### config.mk
export PLATFORM = sky130hd
export DESIGN_NAME = bus_arbiter
export DESIGN_NICKNAME = d
export VERILOG_FILES = /design/src/rtl/bus_arbiter_pkg.sv /design/src/rtl/bus_arbiter_rr.sv /design/src/rtl/bus_arbiter.sv
export SDC_FILE = /design/constraint.sdc
export NUM_CORES = 1
export LEC_CHECK = 0
export ABC_AREA = 1
export BUFFER_PORTS_ARGS = -buffer_cell sky130_fd_sc_hd__buf_2
export CAP_MARGIN = 20
export CORE_MARGIN = 2
export CORE_UTILIZATION = 50
export CTS_BUF_LIST = sky130_fd_sc_hd__clkbuf_4 sky130_fd_sc_hd__clkbuf_8
export CTS_CLUSTER_SIZE = 25
export DETAILED_ROUTE_END_ITERATION = 10
export GPL_TIMING_DRIVEN = 0
export PLACE_DENSITY = 0.75
export SYNTH_ARGS = -nofsm -noshare
export SYNTH_HDL_FRONTEND = slang
export SYNTH_SLANG_ARGS = --single-unit
### constraint.sdc
create_clock -name clock -period 2.1 [get_ports clock]
set_clock_uncertainty 0.1 [all_clocks]
set_input_delay 0.315 -clock clock [delete_from_list [all_inputs] [get_ports clock]]
set_output_delay 0.315 -clock clock [all_outputs]
set_load 0.01 [all_outputs]
### src/rtl/bus_arbiter_pkg.sv
// Shared definitions for the round-robin bus arbiter: state encoding,
// default parameters, counter width and small helpers.
package bus_arbiter_pkg;

   typedef enum logic [1:0] {
      ST_IDLE       = 2'd0,
      ST_GRANTED    = 2'd1,
      ST_ACTIVE     = 2'd2,
      ST_TURNAROUND = 2'd3
   } arb_state_e;

   localparam int DEF_NUM_REQ       = 4;
   localparam int DEF_GRANT_TIMEOUT = 16;
   localparam int WAIT_CNT_W        = 8;
   localparam int MAX_REQ           = 8;

   function automatic logic [2:0] onehot_to_idx(input logic [MAX_REQ-1:0] oh);
      logic [2:0] idx;
      idx = '0;
      for (int i = 0; i < MAX_REQ; i++) begin
         if (oh[i]) idx = 3'(i);
      end
      return idx;
   endfunction

   function automatic logic [WAIT_CNT_W-1:0] sat_inc(input logic [WAIT_CNT_W-1:0] v);
      return (v == '1) ? v : v + 1'b1;
   endfunction

endpackage

### src/rtl/bus_arbiter_rr.sv
// Combinational round-robin search: first requesting index at or after
// the pointer, wrapping around the request vector.
module rr_priority_select
   import bus_arbiter_pkg::*;
#(
   parameter int NUM_REQ = DEF_NUM_REQ,
   parameter int IDX_W   = 2
) (
   input  logic [NUM_REQ-1:0] request,
   input  logic [IDX_W-1:0]   pointer,
   output logic [NUM_REQ-1:0] winner,
   output logic               valid
);

   always_comb begin
      int             idx;
      logic [IDX_W-1:0] idx_sel;
      winner  = '0;
      valid   = 1'b0;
      idx     = 0;
      idx_sel = '0;
      for (int i = 0; i < NUM_REQ; i++) begin
         idx = int'(pointer) + i;
         if (idx >= NUM_REQ) idx = idx - NUM_REQ;
         idx_sel = IDX_W'(idx);
         if (!valid && request[idx_sel]) begin
            winner[idx_sel] = 1'b1;
            valid           = 1'b1;
         end
      end
   end

endmodule

### src/rtl/bus_arbiter.sv
// Round-robin bus arbiter: grants one master at a time, tracks the bus
// transaction strobes and revokes grants that are never used.
module bus_arbiter
   import bus_arbiter_pkg::*;
#(
   parameter int NUM_REQ       = DEF_NUM_REQ,
   parameter int GRANT_TIMEOUT = DEF_GRANT_TIMEOUT
) (
   input  logic               clock,
   input  logic               reset,
   input  logic [NUM_REQ-1:0] request,
   input  logic               begin_transactionIN,
   input  logic               end_transactionIN,
   input  logic               errorIN,
   output logic [NUM_REQ-1:0] granted,
   output logic               bus_idle,
   output logic               timeout_pulse
);

   localparam int IDX_W = (NUM_REQ > 1) ? $clog2(NUM_REQ) : 1;

   arb_state_e            state_q, state_d;
   logic [NUM_REQ-1:0]    granted_q, granted_d;
   logic                  timeout_pulse_q, timeout_pulse_d;
   logic                  bus_idle_q, bus_idle_d;
   logic [WAIT_CNT_W-1:0] wait_cnt_q, wait_cnt_d;
   logic [IDX_W-1:0]      last_winner_q, last_winner_d;

   logic [IDX_W-1:0]      rr_ptr;
   logic [NUM_REQ-1:0]    rr_winner;
   logic                  rr_valid;
   logic [WAIT_CNT_W-1:0] wait_cnt_inc;
   logic                  owner_req;

   assign rr_ptr       = (last_winner_q == IDX_W'(NUM_REQ - 1)) ? '0 : last_winner_q + 1'b1;
   assign owner_req    = |(request & granted_q);
   assign wait_cnt_inc = sat_inc(wait_cnt_q);

   rr_priority_select #(
      .NUM_REQ (NUM_REQ),
      .IDX_W   (IDX_W)
   ) u_rr (
      .request (request),
      .pointer (rr_ptr),
      .winner  (rr_winner),
      .valid   (rr_valid)
   );

   always_comb begin
      state_d         = state_q;
      granted_d       = granted_q;
      timeout_pulse_d = 1'b0;
      wait_cnt_d      = wait_cnt_q;
      last_winner_d   = last_winner_q;
      unique case (state_q)
         ST_IDLE: begin
            if (rr_valid) begin
               state_d       = ST_GRANTED;
               granted_d     = rr_winner;
               wait_cnt_d    = '0;
               last_winner_d = IDX_W'(onehot_to_idx(MAX_REQ'(rr_winner)));
            end
         end
         ST_GRANTED: begin
            wait_cnt_d = wait_cnt_inc;
            // A single-word transfer shows begin and end together and skips ACTIVE.
            if (begin_transactionIN && end_transactionIN) begin
               state_d   = ST_TURNAROUND;
               granted_d = '0;
            end else if (begin_transactionIN) begin
               state_d = ST_ACTIVE;
            end else if (!owner_req) begin
               state_d   = ST_TURNAROUND;
               granted_d = '0;
            end else if (wait_cnt_inc >= WAIT_CNT_W'(GRANT_TIMEOUT)) begin
               state_d         = ST_TURNAROUND;
               granted_d       = '0;
               timeout_pulse_d = 1'b1;
            end
         end
         ST_ACTIVE: begin
            if (end_transactionIN || errorIN) begin
               state_d   = ST_TURNAROUND;
               granted_d = '0;
            end
         end
         ST_TURNAROUND: begin
            state_d   = ST_IDLE;
            granted_d = '0;
         end
         default: begin
            state_d   = ST_IDLE;
            granted_d = '0;
         end
      endcase
      bus_idle_d = (state_d == ST_IDLE) || (state_d == ST_TURNAROUND);
   end

   always_ff @(posedge clock) begin
      if (!reset) begin
         state_q         <= ST_IDLE;
         granted_q       <= '0;
         timeout_pulse_q <= 1'b0;
         bus_idle_q      <= 1'b1;
         wait_cnt_q      <= '0;
         last_winner_q   <= IDX_W'(NUM_REQ - 1);
      end else begin
         state_q         <= state_d;
         granted_q       <= granted_d;
         timeout_pulse_q <= timeout_pulse_d;
         bus_idle_q      <= bus_idle_d;
         wait_cnt_q      <= wait_cnt_d;
         last_winner_q   <= last_winner_d;
      end
   end

   assign granted       = granted_q;
   assign bus_idle      = bus_idle_q;
   assign timeout_pulse = timeout_pulse_q;

endmodule

Word-level counts from Yosys, hierarchy flattened
Cells that the tools add are included.
- register bits: 18
- input port bits: 9
- output and inout port bits: 6
- word-level logic and storage cells: 116
- add/subtract/negate cells: 9
- order comparisons: 13
- eq/ne operators: 10
- mux-type cells: 50
- bitwise logic cells: 7
- reduce and logical (&&, ||, !) cells: 21
- operator list (cell ; number):
    $mux 4 ; 10
    $mux 2 ; 13
    $mux 8 ; 2
    $pmux 4 s4 ; 1
    $pmux 8 s2 ; 1
    $mux 1 ; 14
    $lt 2x3->1 const B ; 4
    $or 4x4->4 ; 3
    $ge 3x3->1 const B ; 3
    $add 8x1->8 const B ; 1
    $bmux 1 s2 ; 4
    $demux 1 s2 ; 4
    $eq 2x2->1 const B ; 4
    $eq 8x8->1 const B ; 1
    $ge 2x1->1 const B ; 4
    $ge 8x5->1 const B ; 1
    $logic_and 1x1->1 ; 8
    $pmux 2 s4 ; 1
    $sub 2x1->2 const B ; 4
    $add 2x2->3 const B ; 2
    $reduce_or 5->1 ; 1
    $and 4x4->4 ; 1
    $logic_not 2->1 ; 2
    $ne 2x2->1 const B ; 2
    13 further kinds ; 19

Longest topological paths before layout
Gate-level depths: netlist of run 1.
- depth after elaboration: 20
- gate-level depth with buffers: 16
- depth with buffers taken out: 16

Cells and area by module
A second synthesis of run 1 with hierarchy kept.
- cells, all modules: 227
- area, all modules: 1422.6 µm²
- by module, submodules not included (module ; instances ; cells each ; area an instance (µm²) ; sequential area each (µm²)):
    bus_arbiter ; 1 ; 151 ; 1003.5 ; 360.3
    rr_priority_select ; 1 ; 76 ; 419.2 ; 0.0

Least setup slack after synthesis of run 1
OpenSTA, ideal clock, no wires.
- kind: reg-to-reg
- start: register last_winner_q[0]
- end: register bus_idle_q (netlist: bus_idle)
- setup time: 117 ps
- arrival: 1863 ps
- data required time: 1883 ps
- path slack: 21 ps
- cell stages (with the launch flop): 13
- buffers on the path: 0
- period minus slack after synthesis: 2079 ps
- path through: dfxtp_1 > inv_1 > ha_1 > nor2_1 > inv_1 > nand3_2 > nand2_4 > nor2_8 > nand3_2 > nand2_4 > nand3_2 > nand2_1 > nand3_2
- cells in the longest elaborated chain, start to end: 20
- elaborated cells between the ends (all ways): 41
- those cells by class: 8 x add/sub; 4 x order compare; 2 x eq/ne; 19 x mux; 8 x reduce/logical
- ends and longest elaborated chain (item ; RTL line ; RTL):
    from (decl) ; bus_arbiter.sv:27 ; logic [IDX_W-1:0] last_winner_q, last_winner_d;
    from (signal assigned) ; bus_arbiter.sv:106 ; last_winner_q <= IDX_W'(NUM_REQ - 1);
    from (signal assigned) ; bus_arbiter.sv:113 ; last_winner_q <= last_winner_d;
    $add 2x1->2 or $eq 2x2->1 (tied branches) ; bus_arbiter.sv:35 ; assign rr_ptr = (last_winner_q == IDX_W'(NUM_REQ - 1)) ? '0 : last_winner_q + 1'b1;
    $mux 2 (*) ; bus_arbiter.sv:35 ;
    parallel branches: the longest is 13 deep, another holds $add 2x1->3 ; -- ;
    $mux 1 (*) ; bus_arbiter_rr.sv:26 ; if (!valid && request[idx_sel]) begin
    $mux 2 (*) ; bus_arbiter.sv:57 ; if (rr_valid) begin
    $pmux 2 s4 (*) ; bus_arbiter.sv:55 ; unique case (state_q)
    $eq 2x2->1 or $logic_not 2->1 (tied branches) ; bus_arbiter.sv:96 ; bus_idle_d = (state_d == ST_IDLE) || (state_d == ST_TURNAROUND);
    $logic_or 1x1->1 (*) ; bus_arbiter.sv:96 ;
    to (signal assigned) ; bus_arbiter.sv:111 ; bus_idle_q <= bus_idle_d;
    to (decl) ; bus_arbiter.sv:25 ; logic bus_idle_q, bus_idle_d;
Every way passes the cells marked *. The select of a mux whose other input is x is not followed.
A chain may end at the register's enable or synchronous reset.

Worst setup path after layout of run 1
- start: register last_winner_q[0]
- end: register last_winner_q[1]
- cells in the longest elaborated chain, start to end: 18
- elaborated cells between the ends (all ways): 66
- those cells by class: 8 x add/sub; 12 x order compare; 1 x eq/ne; 31 x mux; 3 x bitwise; 11 x reduce/logical
- ends and longest elaborated chain (item ; RTL line):
    $add 2x1->2 or $eq 2x2->1 (tied branches) ; bus_arbiter.sv:35
    $mux 2 (*) ; bus_arbiter.sv:35
    parallel branches: the longest is 16 deep, another holds $add 2x1->3 ; --
Marked as above.

==> results.rst, run 1 <==
.. list-table::
   :header-rows: 1

   * - Metric
     - Value
   * - HPWL after DPL
     - 2.52 mm
   * - Mapped Avg Cell Area
     - 6.64 um2
   * - Placeable Area
     - 2810 um2
   * - Maximum level of the CTS H-tree
     - 1
   * - Kind of path behind the tightest hold check
     - in2reg
   * - Number of buffers added on ports
     - 14
   * - CTS buffer count
     - 3
   * - Portion of total power attributed to combinational logic
     - 69.8%
   * - Post-synthesis cell type count
     - 27
   * - Cell area after synthesis
     - 1510 um2
   * - I/O Pins
     - 15
   * - Share of cells above drive strength 1
     - 23.5%
   * - Worst endpoint data arrival time
     - 2.06 ns
   * - Flop pwr share
     - 21.2%
   * - N_diodes
     - 0
   * - Total vias in the final route
     - 1456
   * - Hold path cells
     - 2
   * - DP Area
     - 1620 um2
   * - Headroom to the max-slew limit
     - 68.0%
   * - Final setup margin
     - 0.104 ns
   * - Post-route cell area
     - 1700 um2
   * - Clock network power share
     - 9.0%
   * - Seq/Total Area, Yosys
     - 23.8%
   * - All-layer global routing usage
     - 20.3%
   * - Most area-hungry cell type in the Yosys netlist
     - sky130_fd_sc_hd__dfxtp_1
   * - Fin crit share
     - 95.1%
   * - Number of buffers on the longest clock path
     - 2
   * - Critical Path Slowest Stage Cell
     - sky130_fd_sc_hd__dfxtp_4
   * - Largest cells by area after synthesis
     - sky130_fd_sc_hd__dfxtp_1 (24%), sky130_fd_sc_hd__nand2_1 (14%), sky130_fd_sc_hd__nand3_1 (7.6%)
   * - Crit path cell chain
     - ha_2 -> inv_2 -> nand2_4 -> nand2_1 -> nand3_1 -> nand2_4 -> nand2_2 -> nor2_4 -> nand2_1 -> nand2_1 -> o21ai_1 -> nand3_1
   * - Standard-cell row count
     - 19
   * - Dominant combinational cell family by area after synthesis
     - simple AND/OR/NAND/NOR gates
   * - Worst-Margin Slew
     - 0.478 ns
   * - Most numerous cell on the critical path
     - sky130_fd_sc_hd__nand2_1
   * - Fraction of registers with async set/reset
     - 0%
   * - Maximum number of pins on one net before global-route repair
     - 11
   * - Placement Setup Slack
     - -0.201 ns
   * - Number of nets with antenna violations after detailed routing
     - 0
   * - Fraction of the core area covered by cells at the end of the flow
     - 60.6%
   * - Most numerous cell in the Yosys netlist
     - sky130_fd_sc_hd__nand2_1
   * - Routed WL
     - 3.20 mm
   * - Area growth, synth to finish
     - 12.2%
   * - Starting DRC count in detailed routing
     - 49
   * - First-pass DRT Iterations
     - 4
   * - Die Y-Extent
     - 59.0 um
   * - Routed length per instance
     - 11.5 um
   * - Total of flip-flops plus latches after synthesis
     - 18
   * - Endpoints failing setup
     - 0
   * - Kind of launch point of the worst setup path
     - flop
   * - Critical path fanouts, max
     - 8
   * - Final count of pins violating max slew
     - 0
   * - Count of clock tree sinks
     - 18
   * - Final Wtd Congestion
     - 0.826
   * - Area share of the leading cell type in the synthesized netlist
     - 23.8%
   * - Worst voltage drop across the vdd grid
     - 0.643 mV
   * - Largest stage delay on the critical path
     - 0.40 ns
   * - First-pass GRT wire length
     - 5.64 mm
   * - Clock insertion delay at the later pin of the skew report
     - 0.29 ns
   * - Predominant post-synthesis flop cell
     - sky130_fd_sc_hd__dfxtp_1
   * - Remaining DRCs
     - 0
   * - Total count of hold-check failures in the final report
     - 0
   * - Leakage
     - 0.806 nW
   * - Number of flops mapped to enable cells by yosys
     - 0
   * - Multiplexer share of the synthesized area
     - 0%
   * - Final net count
     - 263
   * - Clock tree from TritonCTS
     - built
   * - Post-synthesis compound-gate area fraction
     - 13.3%
   * - Horizontal extent of the die
     - 59.0 um
   * - Clock transition at the registers of the reported paths
     - 0.10 ns
   * - Filler cells
     - 283
   * - RSZ-0062 raised after global routing
     - true
   * - Via density per instance
     - 5.24
   * - DIE AREA
     - 3480 um2
   * - Highest Clock Rate
     - 0.501 GHz
   * - Overflow left after global routing
     - 0
   * - Xor/xnor share of the synthesized area
     - 0.579%
   * - Endpoint kind of the worst setup timing path
     - flop
   * - Number of global-route vias before repair
     - 1340
   * - Adder-cell share of the synthesized area
     - 4.96%
   * - Simple-gate area share of the yosys netlist
     - 48.9%
   * - Net Sw Frac
     - 53.9%
   * - Post-Route Setup TNS
     - 0 ns
   * - Post-synthesis cell count
     - 228
   * - Net switching power
     - 1.27 mW
   * - Synthesized netlist net count
     - 243
   * - CP Class
     - reg2reg
   * - Ratio of total power to cell area
     - 1390 nW/um2
   * - Number of antenna violations at the first check in global routing
     - 0
   * - Clock period minus final worst setup slack
     - 2.00 ns
   * - Internal power
     - 1.09 mW
   * - Number of buffers inserted for hold repair after clock tree synthesis
     - 0
   * - Initial Util
     - 54.0%
   * - Root buffer cell
     - sky130_fd_sc_hd__clkbuf_4
   * - Most instantiated cells after synthesis
     - sky130_fd_sc_hd__nand2_1 (58), sky130_fd_sc_hd__inv_1 (30), sky130_fd_sc_hd__nand3_1 (23), sky130_fd_sc_hd__nor2_1 (22), sky130_fd_sc_hd__dfxtp_1 (18)
   * - Number of warnings issued by yosys
     - 0
   * - Worst Reg2Reg Path Length in Cells
     - 12
   * - WP data required
     - 2.17 ns
   * - Maximum Capacitance Violations
     - 0
   * - Status
     - completed
[path summary, 6_finish.rpt]
check | start | endpoint | slack [ns]
setup / recovery | last_winner_q[0]$_SDFFE_PN1P_ | last_winner_q[1]$_SDFFE_PN1P_ | 0.10
hold / removal | reset | bus_idle$_SDFF_PN1_ | 0.13
setup reg to reg | last_winner_q[0]$_SDFFE_PN1P_ | last_winner_q[1]$_SDFFE_PN1P_ | 0.10
hold reg to reg | granted[0]$_SDFFE_PN0P_ | granted[0]$_SDFFE_PN0P_ | 0.38
[worst max-delay path: cells and delay by family, from the launching register on]
| kind | cells | cell delay (ns) |
|---|---|---|
| flops | 1 | 0.40 |
| buf+inv | 1 | 0.07 |
| compound gates | 1 | 0.22 |
| simple gates | 9 | 0.80 |
| fa+ha+maj | 1 | 0.28 |
[cell usage in the layout (no fill, tap or decap), types with 2 or more instances in the layout]
| cell type | netlist | final |
|---|---|---|
| sky130_fd_sc_hd__clkbuf_4 | 0 | 3 |
| sky130_fd_sc_hd__a22o_1 | 2 | 2 |
| sky130_fd_sc_hd__nor2_1 | 22 | 21 |
| sky130_fd_sc_hd__ha_1 | 6 | 4 |
| sky130_fd_sc_hd__a21oi_1 | 14 | 14 |
| sky130_fd_sc_hd__inv_2 | 2 | 3 |
| sky130_fd_sc_hd__nand2_4 | 7 | 8 |
| sky130_fd_sc_hd__nand3_2 | 10 | 10 |
| sky130_fd_sc_hd__nand3_1 | 23 | 23 |
| sky130_fd_sc_hd__o21ai_0 | 8 | 8 |
| sky130_fd_sc_hd__nand2_2 | 7 | 6 |
| sky130_fd_sc_hd__nor2_4 | 2 | 3 |
| sky130_fd_sc_hd__dfxtp_1 | 18 | 16 |
| sky130_fd_sc_hd__buf_2 | 0 | 14 |
| sky130_fd_sc_hd__nand2_1 | 58 | 58 |
| sky130_fd_sc_hd__inv_1 | 30 | 29 |
| sky130_fd_sc_hd__o211ai_1 | 2 | 2 |
| sky130_fd_sc_hd__nand4_1 | 6 | 6 |
[through the flow]
stage / power (mW) / std cells / hold WS, ns
3_3_place_gp: 2.04 / 273 / 0.374
4_1_cts: 2.28 / 277 / 0.123
6_report: 2.36 / 278 / 0.129
3_5_place_dp: 2.05 / 273 / 0.371
5_1_grt: 2.57 / 278 / 0.124
2_1_floorplan: 1.75 / 228 / 0.289
[state kept, by name (all words and copies together) (netlist names)]
register / count
state_q: 2
wait_cnt_q: 8
bus_idle: 1
last_winner_q: 2
granted: 4
timeout_pulse: 1
[layer usage]
metal | wire, um | track usage (%) | part of all wire [%]
met1 | 1620 | 30.4 | 51
met2 | 1420 | 30.8 | 45
met3 | 142 | 4.15 | 4.4
met4 | 12 | 2.92 | 0.38
met5 | 0 | 0 | 0
[logic make-up (layout without fill, tap and decap cells)]
group | count (synthesis) | after routing
AO/OA/AOI/OAI | 31 | 31
AND/OR/NAND/NOR | 138 | 138
adder cells (fa/ha/maj) | 6 | 6
flip-flops | 18 | 18
buffers and inverters | 34 | 53
XOR/XNOR | 1 | 1
[area by class of cell]
type                            count  area, um2  area share, %
Buffer                              1       3.75          0.221
Timing Repair Buffer               15       77.6           4.57
Clock buffer                        4       36.3           2.14
Multi-Input combinational cell    176       1050           62.0
Tap cell                           31       38.8           2.28
Inverter                           33        124           7.29
Sequential cell                    18        365           21.5
[repair_timing]
item,CTS,global route
pin swaps,0,1
endpoints found under the hold margin,0,0
setup endpoints to repair,16,15
setup buffers,0,1
resized for setup,3,6
[power by group through the flow]
stage               combinational [mW]  clock (mW)  sequential [mW]
floorplan                         1.24           0            0.511
global route                      1.83       0.232            0.511
global placement                  1.54           0            0.502
CTS                               1.56       0.221            0.500
finish                            1.65       0.212            0.500
detailed placement                1.55           0            0.504
Note: power is estimated with default switching activity, not from simulation.
==> run 2, diff against run 1 <==
--- a/config.mk
+++ b/config.mk
@@ -8,13 +8,15 @@
 export ABC_AREA = 1
 export BUFFER_PORTS_ARGS = -buffer_cell sky130_fd_sc_hd__buf_2
 export CAP_MARGIN = 20
+export CELL_PAD_IN_SITES_DETAIL_PLACEMENT = 1
+export CELL_PAD_IN_SITES_GLOBAL_PLACEMENT = 2
 export CORE_MARGIN = 2
-export CORE_UTILIZATION = 50
+export CORE_UTILIZATION = 30
 export CTS_BUF_LIST = sky130_fd_sc_hd__clkbuf_4 sky130_fd_sc_hd__clkbuf_8
 export CTS_CLUSTER_SIZE = 25
 export DETAILED_ROUTE_END_ITERATION = 10
 export GPL_TIMING_DRIVEN = 0
-export PLACE_DENSITY = 0.75
+export PLACE_DENSITY = 0.8
 export SYNTH_ARGS = -nofsm -noshare
 export SYNTH_HDL_FRONTEND = slang
 export SYNTH_SLANG_ARGS = --single-unit
==> results.rst, run 2 (same netlist as run 1, synthesis figures left out) <==
.. list-table::
   :header-rows: 1

   * - Metric
     - Value
   * - Remaining DRCs
     - 0 (unchanged)
   * - Standard-cell row count
     - 25 (+6)
   * - Horizontal extent of the die
     - 75.0 um (+27%)
   * - Worst endpoint data arrival time
     - 2.08 ns (+0.02 ns)
   * - CP Class
     - reg2reg
   * - Net switching power
     - 1.43 mW (+12%)
   * - Clock transition at the registers of the reported paths
     - 0.08 ns (-0.02 ns)
   * - Commonest non-fill, non-tap cell in the layout
     - sky130_fd_sc_hd__nand2_1
   * - First-pass GRT wire length
     - 6.77 mm (+20%)
   * - WP data required
     - 2.18 ns (about the same)
   * - Number of buffers inserted for hold repair after clock tree synthesis
     - 0 (unchanged)
   * - Number of nets with antenna violations after detailed routing
     - 0 (unchanged)
   * - Number of global-route vias before repair
     - 1426 (+6.4%)
   * - Worst-Margin Slew
     - 0.586 ns (+0.108 ns)
   * - Critical R2R Capture
     - granted[3]$_SDFFE_PN0P_
   * - Count of clock tree sinks
     - 18 (unchanged)
   * - Final setup margin
     - 0.101 ns (-0.00242 ns)
   * - Routed length per instance
     - 13.0 um (+13%)
   * - Flop pwr share
     - 19.7% (-1.5 points)
   * - Worst Reg2Reg Path Length in Cells
     - 11 (-1)
   * - Starting DRC count in detailed routing
     - 74 (+51%)
   * - Kind of launch point of the worst setup path
     - flop
   * - Endpoints failing setup
     - 0 (unchanged)
   * - Placement Setup Slack
     - -0.292 ns (-0.0909 ns)
   * - Leakage
     - 0.826 nW (+2.5%)
   * - Worst voltage drop across the vdd grid
     - 0.801 mV (+25%)
   * - Clock period minus final worst setup slack
     - 2.00 ns (+0.00242 ns)
   * - Via density per instance
     - 4.85 (-7.5%)
   * - Number of buffers added on ports
     - 14 (unchanged)
   * - Kind of path behind the tightest hold check
     - in2reg
   * - I/O Pins
     - 15 (unchanged)
   * - Critical path fanouts, max
     - 7 (-1)
   * - Initial Util
     - 31.6% (-22 points)
   * - All-layer global routing usage
     - 15.9% (-4.4 points)
   * - Placeable Area
     - 4790 um2 (+71%)
   * - Total vias in the final route
     - 1536 (+5.5%)
   * - Final count of pins violating max slew
     - 0 (unchanged)
   * - Die Y-Extent
     - 75.0 um (+27%)
   * - Internal power
     - 1.23 mW (+13%)
   * - Maximum level of the CTS H-tree
     - 1 (unchanged)
   * - Routed metal-1 wire length
     - 2.19 mm (+35%)
   * - Portion of total power attributed to combinational logic
     - 69.2% (-0.6 points)
   * - Overflow left after global routing
     - 0 (unchanged)
   * - Number of antenna violations at the first check in global routing
     - 0 (unchanged)
   * - Final net count
     - 266 (+1.1%)
   * - Headroom to the max-slew limit
     - 60.8% (-7.2 points)
   * - Share of cells above drive strength 1
     - 28.4% (+4.9 points)
   * - Maximum Capacitance Violations
     - 0 (unchanged)
   * - CTS buffer count
     - 3 (unchanged)
   * - Highest-count cells in the layout ignoring fill and taps
     - sky130_fd_sc_hd__nand2_1 (56), sky130_fd_sc_hd__inv_1 (28), sky130_fd_sc_hd__nand3_1 (21), sky130_fd_sc_hd__nor2_1 (20)
   * - DIE AREA
     - 5630 um2 (+62%)
   * - N_diodes
     - 0 (unchanged)
   * - Clock tree from TritonCTS
     - built
   * - Slack of the worst reg-to-reg path
     - 0.10 ns (about the same)
   * - Root buffer cell
     - sky130_fd_sc_hd__clkbuf_8
   * - Status
     - completed
   * - First-pass DRT Iterations
     - 4 (unchanged)
   * - Ratio of total power to cell area
     - 1450 nW/um2 (+4.2%)
   * - Clock insertion delay at the later pin of the skew report
     - 0.26 ns (-0.03 ns)
   * - Launch point of the critical path
     - last_winner_q[0]$_SDFFE_PN1P_
   * - Final Wtd Congestion
     - 0.742 (-10%)
   * - Met2 Routed Length
     - 1.84 mm (+29%)
   * - Most flop-heavy register
     - wait_cnt_q
   * - Worst reg2reg path startpoint
     - last_winner_q[0]$_SDFFE_PN1P_
   * - Maximum number of pins on one net before global-route repair
     - 11 (unchanged)
   * - Clock network power share
     - 11.1% (+2.1 points)
   * - Area growth, synth to finish
     - 21.1%
   * - Routed WL
     - 4.13 mm (+29%)
   * - Fin crit share
     - 95.2% (+0.12 points)
   * - Net Sw Frac
     - 53.7% (-0.20 points)
   * - Critical path destination
     - granted[3]$_SDFFE_PN0P_
   * - Post-Route Setup TNS
     - 0 ns (unchanged)
   * - Highest layer used for signal routing
     - met4
   * - Total count of hold-check failures in the final report
     - 0 (unchanged)
   * - HPWL after DPL
     - 3.25 mm (+29%)
   * - Met3 wire length
     - 57 um (-60%)
   * - Number of buffers on the longest clock path
     - 2 (unchanged)
   * - Endpoint kind of the worst setup timing path
     - flop
   * - Highest Clock Rate
     - 0.500 GHz (-0.12%)
   * - Flip-flop count of the largest register after layout
     - 8 (unchanged)
run 2: per-layer routing:
metal  GRT usage [%]  vias up
met4            4.17        0
met5               0        -
met2            25.0       11
met1            22.8      731
met3            2.14        4
li1                -      790
run 2: critical path, stage by stage (launching register included):
cell	delay, ns
sky130_fd_sc_hd__dfxtp_4	0.41
sky130_fd_sc_hd__clkinvlp_4	0.15
sky130_fd_sc_hd__ha_4	0.29
sky130_fd_sc_hd__inv_2	0.09
sky130_fd_sc_hd__nand3_2	0.10
sky130_fd_sc_hd__nand2_4	0.13
sky130_fd_sc_hd__nand2_2	0.08
sky130_fd_sc_hd__nor2_4	0.12
sky130_fd_sc_hd__nand2_1	0.07
sky130_fd_sc_hd__nand3_1	0.12
sky130_fd_sc_hd__nand2_1	0.10
sky130_fd_sc_hd__a21oi_1	0.17
run 2: final cells by class:
cell class                 count  area (um2)
clock buffer                   4        55.1
tap                           67        83.8
buffer                         1        3.75
inverter                      33         128
sequential                    18         370
fill                         638        2950
multi-input combinational    177        1100
timing repair buffer          17        92.6
run 2: worst min path at each step:
stage | depth (start not counted) | from | to | slack, ns
floorplan | 1 | reset | bus_idle$_SDFF_PN1_ | 0.29
global placement | 2 | granted[1]$_SDFFE_PN0P_ | granted[1]$_SDFFE_PN0P_ | 0.37
detailed placement | 2 | granted[1]$_SDFFE_PN0P_ | granted[1]$_SDFFE_PN0P_ | 0.38
CTS | 2 | reset | bus_idle$_SDFF_PN1_ | 0.16
global route | 2 | reset | bus_idle$_SDFF_PN1_ | 0.17
finish | 2 | reset | bus_idle$_SDFF_PN1_ | 0.17
run 2: what timing repair did:
item	in CTS	in global routing
buffers inserted	0	3
gates resized for setup	5	17
setup endpoints to repair	16	16
cloned	0	1
pin swaps	0	2
run 2: power by group through the flow:
stage | clock network [mW] | logic [mW] | registers (mW)
2_1_floorplan | 0 | 1.24 | 0.511
3_3_place_gp | 0 | 1.63 | 0.505
3_5_place_dp | 0 | 1.63 | 0.506
4_1_cts | 0.302 | 1.69 | 0.502
5_1_grt | 0.318 | 2.03 | 0.532
6_report | 0.295 | 1.84 | 0.522
run 2: metrics by stage:
| step | hold slack [ns] | std cells | area (um2) | power (mW) | utilization, % |
|---|---|---|---|---|---|
| finish | 0.168 | 317 | 1830 | 2.65 | 38.3 |
| global route | 0.171 | 317 | 1830 | 2.88 | 38.3 |
| CTS | 0.164 | 313 | 1750 | 2.49 | 36.5 |
| detailed placement | 0.376 | 309 | 1670 | 2.14 | 34.8 |
| global placement | 0.367 | 309 | 1670 | 2.13 | 34.8 |
| floorplan | 0.289 | 228 | 1510 | 1.75 | - |
